## config.mk

```make
export PLATFORM = sky130hd
export DESIGN_NAME = qr_a_fetch_flat
export DESIGN_NICKNAME = d
export VERILOG_FILES = /design/src/rtl/qr_pkg.sv /design/src/rtl/qr_a_fetch_if.sv /design/src/rtl/qr_row_fifo.sv /design/src/rtl/qr_a_fetch.sv /design/src/flat_wrapper.sv
export SDC_FILE = /design/constraint.sdc
export NUM_CORES = 1
export LEC_CHECK = 0
export ABC_AREA = 1
export CORE_ASPECT_RATIO = 0.75
export CORE_MARGIN = 4
export CORE_UTILIZATION = 40
export CTS_CLUSTER_SIZE = 24
export DETAILED_ROUTE_END_ITERATION = 10
export REMOVE_ABC_BUFFERS = 1
export SLEW_MARGIN = 40
export SYNTH_ARGS = -nofsm -noshare
export SYNTH_HDL_FRONTEND = slang
export SYNTH_SLANG_ARGS = --single-unit
```

## constraint.sdc

```tcl
create_clock -name clk -period 6.25 [get_ports clk]
set_input_delay 1.875 -clock clk [delete_from_list [all_inputs] [get_ports clk]]
set_output_delay 1.875 -clock clk [all_outputs]
set_load 0.02 [all_outputs]
```

## src/rtl/qr_pkg.sv

```systemverilog
// Shared types and constants for the QR-CORDIC A-matrix fetch path.
// Optional build macro: QR_FETCH_ROW_REVERSE_EN (bottom-up row order).
package qr_pkg;

    localparam int IN_WIDTH  = 8;
    localparam int A_ROW     = 8;
    localparam int A_COL     = 4;
    localparam int ROW_DEPTH = 2;
    localparam int ROW_AW    = 3;
    localparam int COL_AW    = 2;
    localparam int ELEM_AW   = ROW_AW + COL_AW;

    typedef enum logic [1:0] {
        IDLE  = 2'd0,
        FETCH = 2'd1,
        DRAIN = 2'd2,
        DONE  = 2'd3
    } fetch_state_e;

    // Column 0 occupies the least significant element.
    typedef logic [A_COL-1:0][IN_WIDTH-1:0] qr_row_t;

    typedef struct packed {
        logic [ROW_AW-1:0] idx;
        qr_row_t           data;
    } qr_row_entry_t;

    // Maps the sequential fetch row counter to the physical matrix row.
    function automatic logic [ROW_AW-1:0] phys_row(input logic [ROW_AW-1:0] lrow);
`ifdef QR_FETCH_ROW_REVERSE_EN
        return ROW_AW'(A_ROW - 1) - lrow;
`else
        return lrow;
`endif
    endfunction

endpackage

```

## src/rtl/qr_a_fetch_if.sv

```systemverilog
// Bundle of the ROM read port, the row stream handshake and the control pins of qr_a_fetch.
interface qr_a_fetch_if;
    import qr_pkg::*;

    logic                en;
    logic                rd_A;
    logic [ROW_AW-1:0]   rd_A_row_addr;
    logic [COL_AW-1:0]   rd_A_col_addr;
    logic [IN_WIDTH-1:0] rd_A_data;
    logic                row_valid;
    logic                row_ready;
    qr_row_t             row_data;
    logic [ROW_AW-1:0]   row_idx;
    logic                fetch_done;

    modport master (
        input  en, rd_A_data, row_ready,
        output rd_A, rd_A_row_addr, rd_A_col_addr,
               row_valid, row_data, row_idx, fetch_done
    );

    modport slave (
        output en, rd_A_data, row_ready,
        input  rd_A, rd_A_row_addr, rd_A_col_addr,
               row_valid, row_data, row_idx, fetch_done
    );

endinterface

```

## src/rtl/qr_row_fifo.sv

```systemverilog
// Small synchronous FIFO of assembled rows; push and pop may occur in the same cycle.
module qr_row_fifo
    import qr_pkg::*;
#(
    parameter int DEPTH = ROW_DEPTH,
    parameter int CNT_W = $clog2(DEPTH + 1)
) (
    input  logic             clk,
    input  logic             rst,
    input  logic             push,
    input  qr_row_entry_t    push_data,
    input  logic             pop,
    output qr_row_entry_t    pop_data,
    output logic             full,
    output logic             empty,
    output logic [CNT_W-1:0] count
);

    localparam int PTR_W = (DEPTH > 1) ? $clog2(DEPTH) : 1;

    qr_row_entry_t    mem_r [DEPTH];
    logic [PTR_W-1:0] wr_ptr_r;
    logic [PTR_W-1:0] rd_ptr_r;
    logic [CNT_W-1:0] count_r;
    logic             do_push_s;
    logic             do_pop_s;

    function automatic logic [PTR_W-1:0] ptr_inc(input logic [PTR_W-1:0] p);
        if (p == PTR_W'(DEPTH - 1)) begin
            return {PTR_W{1'b0}};
        end else begin
            return p + PTR_W'(1);
        end
    endfunction

    assign full     = (count_r == CNT_W'(DEPTH));
    assign empty    = (count_r == {CNT_W{1'b0}});
    assign count    = count_r;
    assign pop_data = mem_r[rd_ptr_r];

    // A push into a full FIFO is accepted only when the head leaves in the same cycle.
    always_comb begin
        do_pop_s  = 1'b0;
        do_push_s = 1'b0;
        if (pop && !empty) begin
            do_pop_s = 1'b1;
        end else begin
            do_pop_s = 1'b0;
        end
        if (push && (!full || do_pop_s)) begin
            do_push_s = 1'b1;
        end else begin
            do_push_s = 1'b0;
        end
    end

    // Storage, pointers and occupancy.
    always_ff @(posedge clk) begin
        if (rst) begin
            for (int i = 0; i < DEPTH; i++) begin
                mem_r[i] <= '0;
            end
            wr_ptr_r <= {PTR_W{1'b0}};
            rd_ptr_r <= {PTR_W{1'b0}};
            count_r  <= {CNT_W{1'b0}};
        end else begin
            if (do_push_s) begin
                mem_r[wr_ptr_r] <= push_data;
                wr_ptr_r        <= ptr_inc(wr_ptr_r);
            end
            if (do_pop_s) begin
                rd_ptr_r <= ptr_inc(rd_ptr_r);
            end
            case ({do_push_s, do_pop_s})
                2'b10:   count_r <= count_r + CNT_W'(1);
                2'b01:   count_r <= count_r - CNT_W'(1);
                default: count_r <= count_r;
            endcase
        end
    end

endmodule

```

## src/rtl/qr_a_fetch.sv

```systemverilog
// A-matrix ROM read initiator: fetches 8x4 elements, packs rows and streams them out.
// Optional build macro: QR_FETCH_ROW_REVERSE_EN fetches and delivers rows 7..0.
module qr_a_fetch
    import qr_pkg::*;
(
    input  logic          clk,
    input  logic          rst,
    qr_a_fetch_if.master  bus
);

    localparam int RESV_W = $clog2(ROW_DEPTH + 1);
    localparam logic [ELEM_AW-1:0] LAST_ELEM = ELEM_AW'(A_ROW * A_COL - 1);

    fetch_state_e        state_r;
    logic [ELEM_AW-1:0]  nxt_elem_r;
    logic [RESV_W-1:0]   resv_r;
    logic                rd_A_r;
    logic [ROW_AW-1:0]   row_addr_r;
    logic [COL_AW-1:0]   col_addr_r;
    logic                cap_vld_r;
    logic [COL_AW-1:0]   cap_col_r;
    logic [ROW_AW-1:0]   cap_row_r;
    qr_row_t             asm_r;
    logic                fetch_done_r;

    logic                issue_s;
    logic                row_start_s;
    logic                pop_s;
    logic                push_s;
    qr_row_entry_t       push_entry_s;
    qr_row_entry_t       head_s;
    logic                fifo_full_s;
    logic                fifo_empty_s;
    logic [RESV_W-1:0]   fifo_count_s;

    qr_row_fifo #(.DEPTH(ROW_DEPTH)) u_row_fifo (
        .clk       (clk),
        .rst       (rst),
        .push      (push_s),
        .push_data (push_entry_s),
        .pop       (pop_s),
        .pop_data  (head_s),
        .full      (fifo_full_s),
        .empty     (fifo_empty_s),
        .count     (fifo_count_s)
    );

    assign pop_s             = !fifo_empty_s && bus.row_ready;
    assign push_s            = cap_vld_r && (cap_col_r == COL_AW'(A_COL - 1));
    assign row_start_s       = issue_s && (nxt_elem_r[COL_AW-1:0] == {COL_AW{1'b0}});
    assign bus.rd_A          = rd_A_r;
    assign bus.rd_A_row_addr = row_addr_r;
    assign bus.rd_A_col_addr = col_addr_r;
    assign bus.row_valid     = !fifo_empty_s;
    assign bus.row_data      = head_s.data;
    assign bus.row_idx       = head_s.idx;
    assign bus.fetch_done    = fetch_done_r;

    // A row may only start when a buffer slot is reserved for it; a pop this cycle frees one.
    always_comb begin
        issue_s = 1'b0;
        case (state_r)
            IDLE:  issue_s = bus.en;
            FETCH: begin
                if (nxt_elem_r[COL_AW-1:0] != {COL_AW{1'b0}}) begin
                    issue_s = 1'b1;
                end else if ((resv_r < RESV_W'(ROW_DEPTH)) || pop_s) begin
                    issue_s = 1'b1;
                end else begin
                    issue_s = 1'b0;
                end
            end
            default: issue_s = 1'b0;
        endcase
    end

    // The final column bypasses the assembly register straight into the FIFO.
    always_comb begin
        push_entry_s              = '0;
        push_entry_s.idx          = cap_row_r;
        push_entry_s.data         = asm_r;
        push_entry_s.data[A_COL-1] = bus.rd_A_data;
    end

    // FSM, read address generation, slot reservation and row capture.
    always_ff @(posedge clk) begin
        if (rst) begin
            state_r      <= IDLE;
            nxt_elem_r   <= {ELEM_AW{1'b0}};
            resv_r       <= {RESV_W{1'b0}};
            rd_A_r       <= 1'b0;
            row_addr_r   <= {ROW_AW{1'b0}};
            col_addr_r   <= {COL_AW{1'b0}};
            cap_vld_r    <= 1'b0;
            cap_col_r    <= {COL_AW{1'b0}};
            cap_row_r    <= {ROW_AW{1'b0}};
            asm_r        <= '0;
            fetch_done_r <= 1'b0;
        end else begin
            rd_A_r <= issue_s;
            if (issue_s) begin
                row_addr_r <= phys_row(nxt_elem_r[ELEM_AW-1:COL_AW]);
                col_addr_r <= nxt_elem_r[COL_AW-1:0];
                nxt_elem_r <= nxt_elem_r + ELEM_AW'(1);
            end

            case ({row_start_s, pop_s})
                2'b10:   resv_r <= resv_r + RESV_W'(1);
                2'b01:   resv_r <= resv_r - RESV_W'(1);
                default: resv_r <= resv_r;
            endcase

            // Data for the read issued last cycle arrives during the capture cycle.
            cap_vld_r <= rd_A_r;
            cap_col_r <= col_addr_r;
            cap_row_r <= row_addr_r;
            if (cap_vld_r) begin
                asm_r[cap_col_r] <= bus.rd_A_data;
            end

            case (state_r)
                IDLE: begin
                    if (bus.en) begin
                        state_r <= FETCH;
                    end
                end
                FETCH: begin
                    if (issue_s && (nxt_elem_r == LAST_ELEM)) begin
                        state_r <= DRAIN;
                    end
                end
                DRAIN: begin
                    if (fifo_empty_s && !cap_vld_r && !rd_A_r) begin
                        state_r      <= DONE;
                        fetch_done_r <= 1'b1;
                    end
                end
                DONE: begin
                    if (!bus.en) begin
                        state_r      <= IDLE;
                        fetch_done_r <= 1'b0;
                    end
                end
                default: begin
                    state_r      <= IDLE;
                    fetch_done_r <= 1'b0;
                end
            endcase
        end
    end

endmodule

```

## src/flat_wrapper.sv

```systemverilog
// flat-port wrapper written by rule: the top's interface ports become plain ports
module qr_a_fetch_flat import qr_pkg::*;
  (clk, rst, bus_en, bus_rd_A_data, bus_row_ready, bus_rd_A, bus_rd_A_row_addr, bus_rd_A_col_addr, bus_row_valid, bus_row_data, bus_row_idx, bus_fetch_done);
  qr_a_fetch_if bus_i ();
  input  logic clk;
  input  logic rst;
  input wire logic [$bits(bus_i.en)-1:0] bus_en;
  input wire logic [$bits(bus_i.rd_A_data)-1:0] bus_rd_A_data;
  input wire logic [$bits(bus_i.row_ready)-1:0] bus_row_ready;
  output wire logic [$bits(bus_i.rd_A)-1:0] bus_rd_A;
  output wire logic [$bits(bus_i.rd_A_row_addr)-1:0] bus_rd_A_row_addr;
  output wire logic [$bits(bus_i.rd_A_col_addr)-1:0] bus_rd_A_col_addr;
  output wire logic [$bits(bus_i.row_valid)-1:0] bus_row_valid;
  output wire logic [$bits(bus_i.row_data)-1:0] bus_row_data;
  output wire logic [$bits(bus_i.row_idx)-1:0] bus_row_idx;
  output wire logic [$bits(bus_i.fetch_done)-1:0] bus_fetch_done;
  assign bus_i.en = bus_en;
  assign bus_i.rd_A_data = bus_rd_A_data;
  assign bus_i.row_ready = bus_row_ready;
  assign bus_rd_A = bus_i.rd_A;
  assign bus_rd_A_row_addr = bus_i.rd_A_row_addr;
  assign bus_rd_A_col_addr = bus_i.rd_A_col_addr;
  assign bus_row_valid = bus_i.row_valid;
  assign bus_row_data = bus_i.row_data;
  assign bus_row_idx = bus_i.row_idx;
  assign bus_fetch_done = bus_i.fetch_done;
  qr_a_fetch u_core (.clk(clk), .rst(rst), .bus(bus_i));
endmodule
```

After elaboration in Yosys (flattened, before gate mapping)

Memories as Yosys holds them, arrays and structs flattened. A register that Yosys moved wholly into a read port is not among the register bits.
Cells that the tools add are included.
Widths: inputs -> output; s select.

Muxes and demuxes: 30
Reduce and logical (&&, ||, !) cells: 25
Equality and inequality tests: 14
Add/sub/neg operators: 7
Order comparisons: 3

Operators with widths:

| kind                | number |
|---|---|
| $mux 35             | 1 |
| $reduce_or 35->1    | 1 |
| $bwmux 32           | 1 |
| $mux 1              | 17 |
| $demux 8 s2         | 1 |
| $eq 2x2->1 const B  | 6 |
| $logic_and 1x1->1   | 9 |
| $mux 2              | 4 |
| $mux 8              | 1 |
| $pmux 2 s2          | 2 |
| $pmux 2 s4          | 1 |
| $reduce_bool 2->1   | 4 |
| $eq 2x1->1 const B  | 3 |
| $logic_not 2->1     | 3 |
| $add 5x1->5 const B | 1 |
| $eq 5x5->1 const B  | 1 |
| $add 2x1->2 const B | 2 |
| $logic_not 1->1     | 4 |
| $ne 2x1->1 const B  | 2 |
| $ne 2x2->1 const B  | 2 |
| $pmux 1 s2          | 2 |
| $reduce_and 4->1    | 1 |
| $sub 2x1->2 const B | 2 |
| $lt 2x3->1 const B  | 1 |
| 5 further kinds     | 7 |

Output and inout port bits: 43
Input bits: 12
Logic and storage cells: 97
Memories kept: 1
RAM bits: 70
Flip-flop bits (word level): 58

Memories:

| name                    | words | width | read ports | clocked after memory_dff | write ports | line              | source |
|---|---|---|---|---|---|---|---|
| u_core.u_row_fifo.mem_r | 2     | 35    | 1          | 1                        | 2           | qr_row_fifo.sv:21 | `qr_row_entry_t mem_r [DEPTH];` |

Longest topological paths before layout

Gate-level depths: netlist of the first run.

Depth after elaboration: 13
Depth in mapped cells: 15
Gate-level depth less buffers: 14

Hierarchy

A second synthesis of the first run with hierarchy kept.

Cells, all modules: 492
Area total of the unflattened synthesis: 5117.4 um^2

Modules (own cells, without submodules):

| module      | area an instance (um^2) | sequential area each (um^2) | instances | cells each |
|---|---|---|---|---|
| qr_row_fifo | 3271.9                  | 2202.1                      | 1         | 262 |
| qr_a_fetch  | 1845.5                  | 920.9                       | 1         | 230 |

Worst setup path after synthesis of the first run

Ideal clock, no wire load.

Path kind: input-to-reg
Start point: input rst
End point: memory u_core.u_row_fifo.mem_r[1][0] (netlist bit) (enable)
Path buffers: 2
Path slack: 2.603 ns
Data required time: 5.857 ns
Arrival: 3.254 ns
Cell stages on the path: 5
Setup time: 0.393 ns
Cells stage by stage: clkbuf_1 nor2_4 nand2_4 buf_6 nand2_1

RTL lines:

| item        | line              | source |
|---|---|---|
| from (decl) | flat_wrapper.sv:6 | `input logic rst;` |
| to (decl)   | qr_row_fifo.sv:21 |  |

==> results.ini, run 1 <==
[grt]
grt_usage = 0.144
grt_pass1_wl_um = 16000
grt_pass1_vias = 3235
grt_remaining_overflow = 0
grt_max_degree = 40
antenna_found_initial = 0

[power]
sw_frac_of_total = 0.259
power_per_cell_area_nw_per_um2 = 362
p_switching_mw = 0.586
p_clk_frac = 0.416
vdd_drop_max_uv = 197
pwr-share-seq = 0.427
total_power_mw = 2.26
p_int_mw = 1.68
power_frac_comb = 0.157
p_leak_nw = 2.34

[detailed_routing]
vias_per_cell = 4.68
drtIter0Drc = 234
drc = 0
routed-via-count = 3235
wl_um = 9800
antenna_left = 0
wire_per_inst_um = 14.2
drt_first_pass_iters = 4

[cts]
htree_levels = 4
cts_tree = done
cts.sinks = 121
cts_root_buf = clkbuf_16
clk_pin_slew_worst_paths_ps = 50
clock_latency_ps = 410
cts_resized = 0
cts-buffers-inserted = 17
postCtsHoldBufs = 0
postCtsSetupBuffers = 0
cts_buffer_depth = 2

[final_layout]
fillCellCount = 1071
drive_above_1_share = 0.175
multiInputGateArea_um2 = 1560
num_antenna_cells = 0
nets = 534
area.growth.synth_to_final_pct = 24.1
layout.cells.most_common = nor2_1
final_cell_mix = 77 x nor2_1, 70 x edfxtp_1, 57 x inv_1
regArea_um2 = 3130

[worst_setup_path]
critPathLaunch = rst
cp-end-kind = flop
reg2regPathDepth = 7
arrival_ps = 4080
crit_type = in -> reg
rr_startpoint = u_core.u_row_fifo.count[1]$_SDFFE_PP0P_
start_kind = input pin
reg2reg_to = u_core.u_row_fifo.mem_r[1][33]$_SDFFCE_PN0P_
critPathMaxFanout = 39
r2r_setup_slack_ps = 3830
crit_end = u_core.u_row_fifo.mem_r[0][32]$_SDFFCE_PN0P_
cp.required_ps = 6330

[min_path]
min_path_type = reg -> reg

[logic_synthesis]
synth_cells = 455
yosysUniqueCellTypes = 28
synth_top_area_share = 0.418
syn_area_per_cell_um2 = 11.1
yosysTopAreaCell = edfxtp_1
ys_top_cells_by_area = edfxtp_1 42%, dfxtp_1 20%, mux2_2 7.8%
yosysWarnings = 0
syn_area_um2 = 5030
ys_ff_latch = 121
ys_seq_area_frac = 0.621

[timing]
tightestPinTransition_ps = 664
period_needed_ps = 4000
setup-tns-final_ps = 0
hold_viol = 0
timing.final.crit_share = 0.640
rsz0062_at_grt = no
skew_ps = 7.99
drv_slew = 0
max_freq_ghz = 0.250
setup_viol = 0
slew_headroom = 0.556

[run_status]
outcome = complete, no violations

[placed_design]
port_buffers = 54
hpwl_um = 6240
place_congestion = 0.791

[floorplan]
ios = 55
die_area_um2 = 14400
row_count = 35
die_w_um = 137
core_um2 = 12300
die_height_um = 105
initial_core_util = 0.409

[run]
drv_cap = 0

flip-flops by register name, summed over array words and instances (netlist names), 2 cells and up, named ones only:
name                      flops
u_core.bus.rd_A_col_addr      2
u_core.u_row_fifo.count       2
u_core.cap_col_r              2
u_core.asm_r                 24
u_core.resv_r                 2
u_core.bus.rd_A_row_addr      3
u_core.cap_row_r              3
u_core.nxt_elem_r             5
u_core.state_r                2
u_core.u_row_fifo.mem_r      70
worst min-delay path by stage:
| stage | to | slack, ps | start | depth (start not counted) |
|---|---|---|---|---|
| 3_3_place_gp | flop | 430 | u_core.u_row_fifo.rd_ptr_r$_SDFFE_PP0N_ | 1 |
| 3_5_place_dp | flop | 440 | u_core.u_row_fifo.rd_ptr_r$_SDFFE_PP0N_ | 1 |
| 5_1_grt | u_core.cap_col_r[1]$_SDFF_PP0_ | 460 | u_core.bus.rd_A_col_addr[1]$_SDFFE_PP0P_ | 2 |
| 6_report | u_core.cap_row_r[0]$_SDFF_PP0_ | 440 | u_core.bus.rd_A_row_addr[0]$_SDFFE_PP0P_ | 2 |
| 2_1_floorplan | u_core.resv_r[1]$_SDFFE_PP0P_ | 430 | u_core.resv_r[1]$_SDFFE_PP0P_ | 1 |
| 4_1_cts | flop | 450 | u_core.u_row_fifo.rd_ptr_r$_SDFFE_PP0N_ | 1 |
Yosys cell counts:
library cell,n
inv_1,58
nand3_1,6
nand4_4,1
and3_1,1
a31o_2,1
o21ai_2,1
clkbuf_1,4
a21oi_1,40
buf_4,1
buf_2,7
ha_1,10
o22a_1,1
buf_6,7
nor3_2,1
nor2_2,16
nand2_4,2
nand2_1,24
nor3_1,2
dfxtp_1,51
o21ai_0,31
o21a_1,1
nand2_2,2
mux2_2,35
nand3_2,1
and3_2,1
nor2_1,77
nor2_4,3
edfxtp_1,70
power by group through the flow:
stage	sequential [mW]	clock [mW]	combinational, mW
after floorplan	0.995	0	0.210
final	0.967	0.940	0.355
after CTS	0.967	0.958	0.358
after detailed placement	0.982	0	0.355
after global routing	0.976	0.992	0.395
after global placement	0.978	0	0.345
per-stage QoR:
stage                     hold slack, ps  utilization  setup slack [ps]  cells  instance area (µm²)
after floorplan                      426            -              2370    436                 4890
after global placement               431        0.460              1420    659                 5660
after detailed placement             435        0.461              1810    659                 5670
after CTS                            447        0.507              2020    691                 6240
after global routing                 462        0.507              2010    691                 6240
final                                444        0.507              2250    691                 6240
critical path, stage by stage:
cell,delay (ps)
clkdlybuf4s50_1,710
inv_2,610
nand2_4,390
nand2_1,180
buf_4,300
kinds of logic (layout without fill, tap and decap cells):
logic type,count (synthesis),after routing,synth area share
and+or+nand+nor,137,137,0.128
muxes,35,35,0.0784
adders and majority gates,10,10,0.0249
DFF,121,121,0.621
buffers and inverters,77,147,0.0704
AOI/OAI and AO/OA,75,75,0.0774
cell type report:
class	instances	share of cell area
clock buffer	20	0.0700
clock inverter	12	0.0211
inverter	58	0.0349
multi-input combinational	257	0.250
sequential	121	0.501
tap	166	0.0333
timing repair buffer	57	0.0902
metal layers:
metal | vias up | GRT usage | routed length [µm]
li1 | 1634 | - | -
met1 | 1536 | 0.204 | 4870
met2 | 61 | 0.204 | 4380
met3 | 4 | 0.0481 | 479
met4 | 0 | 0.0513 | 60
met5 | - | 0 | 0
Power figures use the tool's default switching activity.
==> run 2, diff against run 1 <==
- clock period: 6.25 -> 3.65 ns (I/O delays scaled with it)
==> results.ini, run 2 (synthesis gave the netlist of run 1 again) <==
[run_status]
outcome = complete, no violations

[cts]
clock_latency_ps = 410
cts_tree = done
cts.sinks = 121
cts_root_buf = clkbuf_16
postCtsHoldBufs = 0
htree_levels = 4
cts-buffers-inserted = 17
cts_resized = 0
postCtsSetupBuffers = 0
cts_buffer_depth = 2
clk_pin_slew_worst_paths_ps = 50

[worst_setup_path]
arrival_ps = 2280
critical_path.slowest_cell = dfxtp_2
path_cells = buf_4, mux2_2, clkdlybuf4s50_1
slowest_delay_ps = 660
cp.required_ps = 2550
critPathBufInv = 2
critPathMaxFanout = 21
crit_type = reg -> out
start_kind = flop
cp-end-kind = output port
crit_family = buffers and inverters

[placed_design]
placed_area_um2 = 5720
place_congestion = 0.766
hpwl_um = 6300
port_buffers = 54
place_inst = 666

[final_layout]
layout.cells.most_common = nor2_1
drive_above_1_share = 0.190
final_cell_mix = 77 x nor2_1, 70 x edfxtp_1, 58 x inv_1
final_area_um2 = 6320
num_antenna_cells = 0
area.growth.synth_to_final_pct = 25.6
fillCellCount = 1068
regArea_um2 = 3120
largest_register_ffs = 70
multiInputGateArea_um2 = 1560
top_regs = u_core.u_row_fifo.mem_r: 70 flops, u_core.asm_r: 24 flops, u_core.nxt_elem_r: 5 flops
final_cells = 698
nets = 541
largest-register = u_core.u_row_fifo.mem_r

[grt]
grt_pass1_wl_um = 16600
grt_max_degree = 37
antenna_found_initial = 0
grt_usage = 0.149
grt_remaining_overflow = 0
grt_pass1_vias = 3393

[detailed_routing]
drt_first_pass_iters = 4
antenna_left = 0
routed-via-count = 3271
drtIter0Drc = 229
top_layer = met4
wl_met3_um = 422
met2_length_um = 4740
vias_per_cell = 4.69
wire_per_inst_um = 14.4
drc = 0
met1_length_um = 4770
wl_um = 10100

[floorplan]
row_count = 35
die_area_um2 = 14400
die_height_um = 105
die_w_um = 137
ios = 55
initial_core_util = 0.409
core_um2 = 12300

[timing]
skew_ps = 6.59
setup_viol = 0
hold_viol = 0
timing.final.crit_share = 0.924
drv_slew = 0
max_freq_ghz = 0.297
tightestPinTransition_ps = 681
slew_headroom = 0.544
rsz0062_at_grt = no
period_needed_ps = 3370
setup-tns-final_ps = 0

[power]
power_per_cell_area_nw_per_um2 = 624
total_power_mw = 3.94
p_leak_nw = 2.40
vdd_drop_max_uv = 326

[min_path]
min_path_type = reg -> reg

[run]
drv_cap = 0

-- run 2: metal layers --
layer	track usage	vias to the layer above
met3	0.0433	13
met4	0.0548	0
met1	0.192	1549
met5	0	-
li1	-	1648
met2	0.237	61
-- run 2: per-stage QoR --
stage | setup slack, ps | util | hold WS (ps)
after global placement | 667 | 0.465 | 425
after floorplan | 545 | - | 426
after global routing | 162 | 0.513 | 470
after detailed placement | 651 | 0.465 | 430
final | 279 | 0.513 | 436
after CTS | 206 | 0.513 | 437
-- run 2: final cells by class --
cell class                 count  area share
clock buffer                  20      0.0691
clock inverter                12      0.0248
inverter                      58      0.0345
multi-input combinational    257       0.247
sequential                   121       0.495
tap                          166      0.0329
timing repair buffer          64      0.0975
-- run 2: power by group --
part           switching, mW  internal, mW
Combinational          0.363         0.240
Clock                  0.554          1.13
Sequential            0.0793          1.58
Total                  0.996          2.94
-- run 2: path summary, 6_finish.rpt --
path	to	slack, ps	start	depth (start not counted)
min	flop	440	u_core.u_row_fifo.rd_ptr_r$_SDFFE_PP0N_	1
min reg2reg	flop	440	u_core.u_row_fifo.rd_ptr_r$_SDFFE_PP0N_	1
max reg2reg	u_core.resv_r[1]$_SDFFE_PP0P_	1690	u_core.nxt_elem_r[0]$_SDFFE_PP0P_	14
max	bus_row_data[7]	280	flop	3
==> RTL edit 1: new RTL, settings of run 2 <==
The option `QR_FETCH_ROW_REVERSE_EN` is turned on by a define.
--- a/src/rtl/qr_pkg.sv
+++ b/src/rtl/qr_pkg.sv
@@ -1,5 +1,7 @@
 // Shared types and constants for the QR-CORDIC A-matrix fetch path.
 // Optional build macro: QR_FETCH_ROW_REVERSE_EN (bottom-up row order).
+`define QR_FETCH_ROW_REVERSE_EN
+
 package qr_pkg;
 
     localparam int IN_WIDTH  = 8;
Behaviour: not the same (Yosys sat finds a counterexample within 4 cycles, from zero or initial values and one cycle with rst high).
==> RTL edit 1 against run 2 <==
Cell count shrank 0.43%; total power grew 2.5%; sequential cell count is the same; wire length shrank 0.85%; final area is essentially flat; register-to-register slack lost 0.06 ns; setup slack gained 0.16 ns; global-route usage shrank 0.37 points; count of clock-buffer cells in the layout grew 2; area after synthesis shrank 1.1%; critical path type unchanged; largest power group unchanged; highest routed layer unchanged.
==> RTL edit 1: results (changes against run 2) <==
| Metric | Value |
|---|---|
| DR WL/cell | 14.4 µm (about the same) |
| CP Capture Point | bus_row_data[9] (was bus_row_data[7]) |
| First-pass GRT wire length | 16,000 µm (was 16,600 µm) |
| Commonest cells in the netlist | nor2_1 (93), edfxtp_1 (70), inv_1 (57) (was nor2_1 (77), edfxtp_1 (70), inv_1 (58)) |
| Vias per inst | 4.73 (was 4.69) |
| Metal1 wirelength | 4750 µm (was 4770 µm) |
| Hold slack | 0.440 ns (was 0.436 ns) |
| Run status | complete, no violations (unchanged) |
| DRT Pass-1 Iters | 5 (was 4) |
| Synth unique cells | 26 (was 28) |
| Min-delay worst type | reg2reg (unchanged) |
| TritonCTS Buffers | 17 (unchanged) |
| Reg2Reg Setup Slack | 1.63 ns (was 1.69 ns) |
| Worst r2r dst | u_core.resv_r[1]$_SDFFE_PP0P_ (unchanged) |
| Top flop regs | u_core.u_row_fifo.mem_r (70), u_core.asm_r (24), u_core.nxt_elem_r (5) (unchanged) |
| Routing usage on met3 | 4.61% (was 4.33%) |
| Placed wire-length estimate | 6110 µm (was 6300 µm) |
| Overall Global Routing Usage | 14.5% (was 14.9%) |
| CP max FO | 22 (was 21) |
| GR Util met2 | 21.9% (was 23.7%) |
| 1st-iter DRT viols | 221 (was 229) |
| Met3 routed WL | 587 µm (was 422 µm) |
| Worst VDD drop | 0.340 mV (was 0.326 mV) |
| Leakage | 2.44 nW (was 2.40 nW) |
| Vias in the first global route | 3,138 (was 3,393) |
| Layout cells sized above 1 | 16.3% (was 19.0%) |
| FILL cells | 1,043 (was 1,068) |
| Worst path max stage delay | 0.56 ns (was 0.66 ns) |
| Compound-Gate Fraction of Synth Area | 7.65% (was 7.74%) |
| # nets final | 542 (was 541) |
| Sequential area share after synthesis | 62.8% (was 62.1%) |
| Met2 wire len | 4550 µm (was 4740 µm) |
| Routability cong. | 0.754 (was 0.766) |
| Critical Path AT | 2.12 ns (was 2.28 ns) |
| Met1 Use GR | 19.9% (was 19.2%) |
| Post-synthesis async set-or-reset flop share | 0% (unchanged) |
| Mux share of post-synthesis cell area | 7.93% (was 7.84%) |
| Core area | 0.0119 mm² (was 0.0123 mm²) |
| Clock Skew | 0.00579 ns (was 0.00659 ns) |
| Ranking of synthesized cells by area | edfxtp_1 (42%), dfxtp_1 (21%), mux2_2 (7.9%) (was edfxtp_1 (42%), dfxtp_1 (20%), mux2_2 (7.8%)) |
| Worst-margin pin slew | 0.732 ns (was 0.681 ns) |
RTL edit 1: where the power goes:
group	internal (mW)	switching, mW
registers	1.58	0.0814
logic	0.240	0.358
clock network	1.22	0.560
RTL edit 1: layout make-up:
class | count | area [µm²] | share of cell area (%)
sequential | 121 | 3120 | 49.5
multi-input combinational | 259 | 1520 | 24.0
timing repair buffer | 64 | 628 | 9.95
clock buffer | 22 | 454 | 7.20
inverter | 57 | 214 | 3.39
tap | 162 | 203 | 3.21
clock inverter | 10 | 173 | 2.74
RTL edit 1: stage by stage:
stage          total power, mW  setup WS (ns)  area (µm²)  cells  utilization [%]
3_5_place_dp              2.29          0.728        5680    663             47.9
6_report                  4.04          0.439        6310    695             53.2
3_3_place_gp              2.27          0.760        5670    663             47.8
4_1_cts                   4.07          0.389        6310    695             53.2
5_1_grt                   4.22          0.337        6310    695             53.2
2_1_floorplan             2.06          0.541        4840    437                -
==> RTL edit 2: new RTL, flow settings as in run 2 <==
Made on the original files. The 4 states of `fetch_state_e` get a one-hot encoding in 4 bits.
--- a/src/rtl/qr_pkg.sv
+++ b/src/rtl/qr_pkg.sv
@@ -10,11 +10,11 @@
     localparam int COL_AW    = 2;
     localparam int ELEM_AW   = ROW_AW + COL_AW;
 
-    typedef enum logic [1:0] {
-        IDLE  = 2'd0,
-        FETCH = 2'd1,
-        DRAIN = 2'd2,
-        DONE  = 2'd3
+    typedef enum logic [3:0] {
+        IDLE  = 4'b0001,
+        FETCH = 4'b0010,
+        DRAIN = 4'b0100,
+        DONE  = 4'b1000
     } fetch_state_e;
 
     // Column 0 occupies the least significant element.
Behaviour: same outputs for any inputs over 10 cycles, from zero or initial values and one cycle with rst high; not proved beyond that.
==> RTL edit 2 against run 2 <==
Die area up 0.38%; utilization is 0.17 points higher; setup slack improved by 0.063 ns; final area rose by 0.34%; area after synthesis increased by 0.40%; synthesized cell count rose by 3.1%; global-route usage up 0.30 points; maximum frequency increased by 1.9%; sequential share of layout area up 0.47 points; wire length rose by 1.0%; sequential cell count is 2 higher.
Power is not compared: it rests on default switching activity, and its combinational part moved more than twofold at a synthesized area within 25%.
==> RTL edit 2: results (changes against run 2) <==
| Metric | Value |
|---|---|
| 1st-iter DRT viols | 186 (was 229) |
| First-pass GRT wire length | 16,800 µm (was 16,600 µm) |
| Clock Skew | 0.00801 ns (was 0.00659 ns) |
| Critical Path AT | 2.21 ns (was 2.28 ns) |
| Overall Global Routing Usage | 15.2% (was 14.9%) |
| Vias in the first global route | 3,405 (was 3,393) |
| Largest net degree at the start of global routing | 36 (was 37) |
| CP max FO | 20 (was 21) |
| FILL cells | 1,071 (was 1,068) |
| Reg2Reg Setup Slack | 1.57 ns (was 1.69 ns) |
| Routability cong. | 0.782 (was 0.766) |
| Vias per inst | 4.71 (was 4.69) |
| Layout cells sized above 1 | 17.8% (was 19.0%) |
| Placed cell areas | 0.00576 mm² (was 0.00572 mm²) |
| Adder-cell share of the synthesized area | 1.24% (was 2.49%) |
| Drt total wl | 10,200 µm (was 10,100 µm) |
| # nets final | 550 (was 541) |
| Synth unique cells | 27 (was 28) |
| Run status | complete, no violations (unchanged) |
| Cts hold-fix bufs | 0 (unchanged) |
| Cell Count Post-Placement | 680 (was 666) |
| Mux share of post-synthesis cell area | 7.81% (was 7.84%) |
| Syn_area_per_cell | 10.8 µm² (was 11.1 µm²) |
| Clk_lat worst skew | 0.40 ns |
| Longest Clk Path Bufs | 2 (unchanged) |
| Hold slack | 0.447 ns (was 0.436 ns) |
| DR WL/cell | 14.3 µm (was 14.4 µm) |
| Compound-Gate Fraction of Synth Area | 7.26% (was 7.74%) |
| Commonest cells in the netlist | nor2_1 (85), edfxtp_1 (70), inv_1 (62) (was nor2_1 (77), edfxtp_1 (70), inv_1 (58)) |
| Worst-margin pin slew | 0.640 ns (was 0.681 ns) |
| Worst r2r dst | u_core.resv_r[1]$_SDFFE_PP0P_ (unchanged) |
| Placed wire-length estimate | 6620 µm (was 6300 µm) |
| Sequential area share after synthesis | 62.7% (was 62.1%) |
| Place WS | 0.655 ns (was 0.651 ns) |
| Ranking of synthesized cells by area | edfxtp_1 (42%), dfxtp_1 (21%), mux2_2 (7.8%) (was edfxtp_1 (42%), dfxtp_1 (20%), mux2_2 (7.8%)) |
| WHS Path Cells | 2 (was 1) |
## RTL edit 2: layout make-up
cell class | instances | area, µm² | area share, %
Clock buffer | 22 | 454 | 7.17
Sequential cell | 123 | 3160 | 49.9
Multi-Input combinational cell | 264 | 1520 | 24.0
Inverter | 63 | 236 | 3.73
Tap cell | 166 | 208 | 3.28
Clock inverter | 10 | 123 | 1.93
Timing Repair Buffer | 64 | 628 | 9.91
## RTL edit 2: how the worst max path moves through the flow
stage | start | to | slack, ns
floorplan | rst | u_core.u_row_fifo.mem_r[0][0]$_SDFFCE_PN0P_ | 0.31
global placement | bus_row_ready | u_core.u_row_fifo.mem_r[0][17]$_SDFFCE_PN0P_ | 0.72
detailed placement | bus_row_ready | u_core.resv_r[1]$_SDFFE_PP0P_ | 0.65
CTS | flop | bus_row_data[8] | 0.30
global route | flop | bus_row_data[8] | 0.26
finish | flop | bus_row_data[8] | 0.34
## RTL edit 2: power by group
group / switching, mW / internal, mW
clock network: 0.551 / 1.08
logic: 0.142 / 0.0975
registers: 0.0283 / 1.52
## RTL edit 2: worst max-delay path, cell delays in order, from the launching register on
cell             delay, ns
dfxtp_2               0.66
buf_12                0.23
mux2_2                0.36
clkdlybuf4s50_1       0.54
## RTL edit 2: layer usage
| layer | routed length, µm | vias to the layer above | global-route usage, % |
|---|---|---|---|
| met4 | 98 | 0 | 5.92 |
| met3 | 506 | 11 | 5.01 |
| li1 | - | 1683 | - |
| met1 | 5030 | 1584 | 20.8 |
| met5 | 0 | - | 0 |
| met2 | 4530 | 78 | 22.2 |
## RTL edit 2: cell families after synthesis
logic type	after synthesis
buffers and inverters	82
AO/OA/AOI/OAI	71
multiplexers	35
AND/OR/NAND/NOR	153
flip-flops	123
adder cells (fa/ha/maj)	5
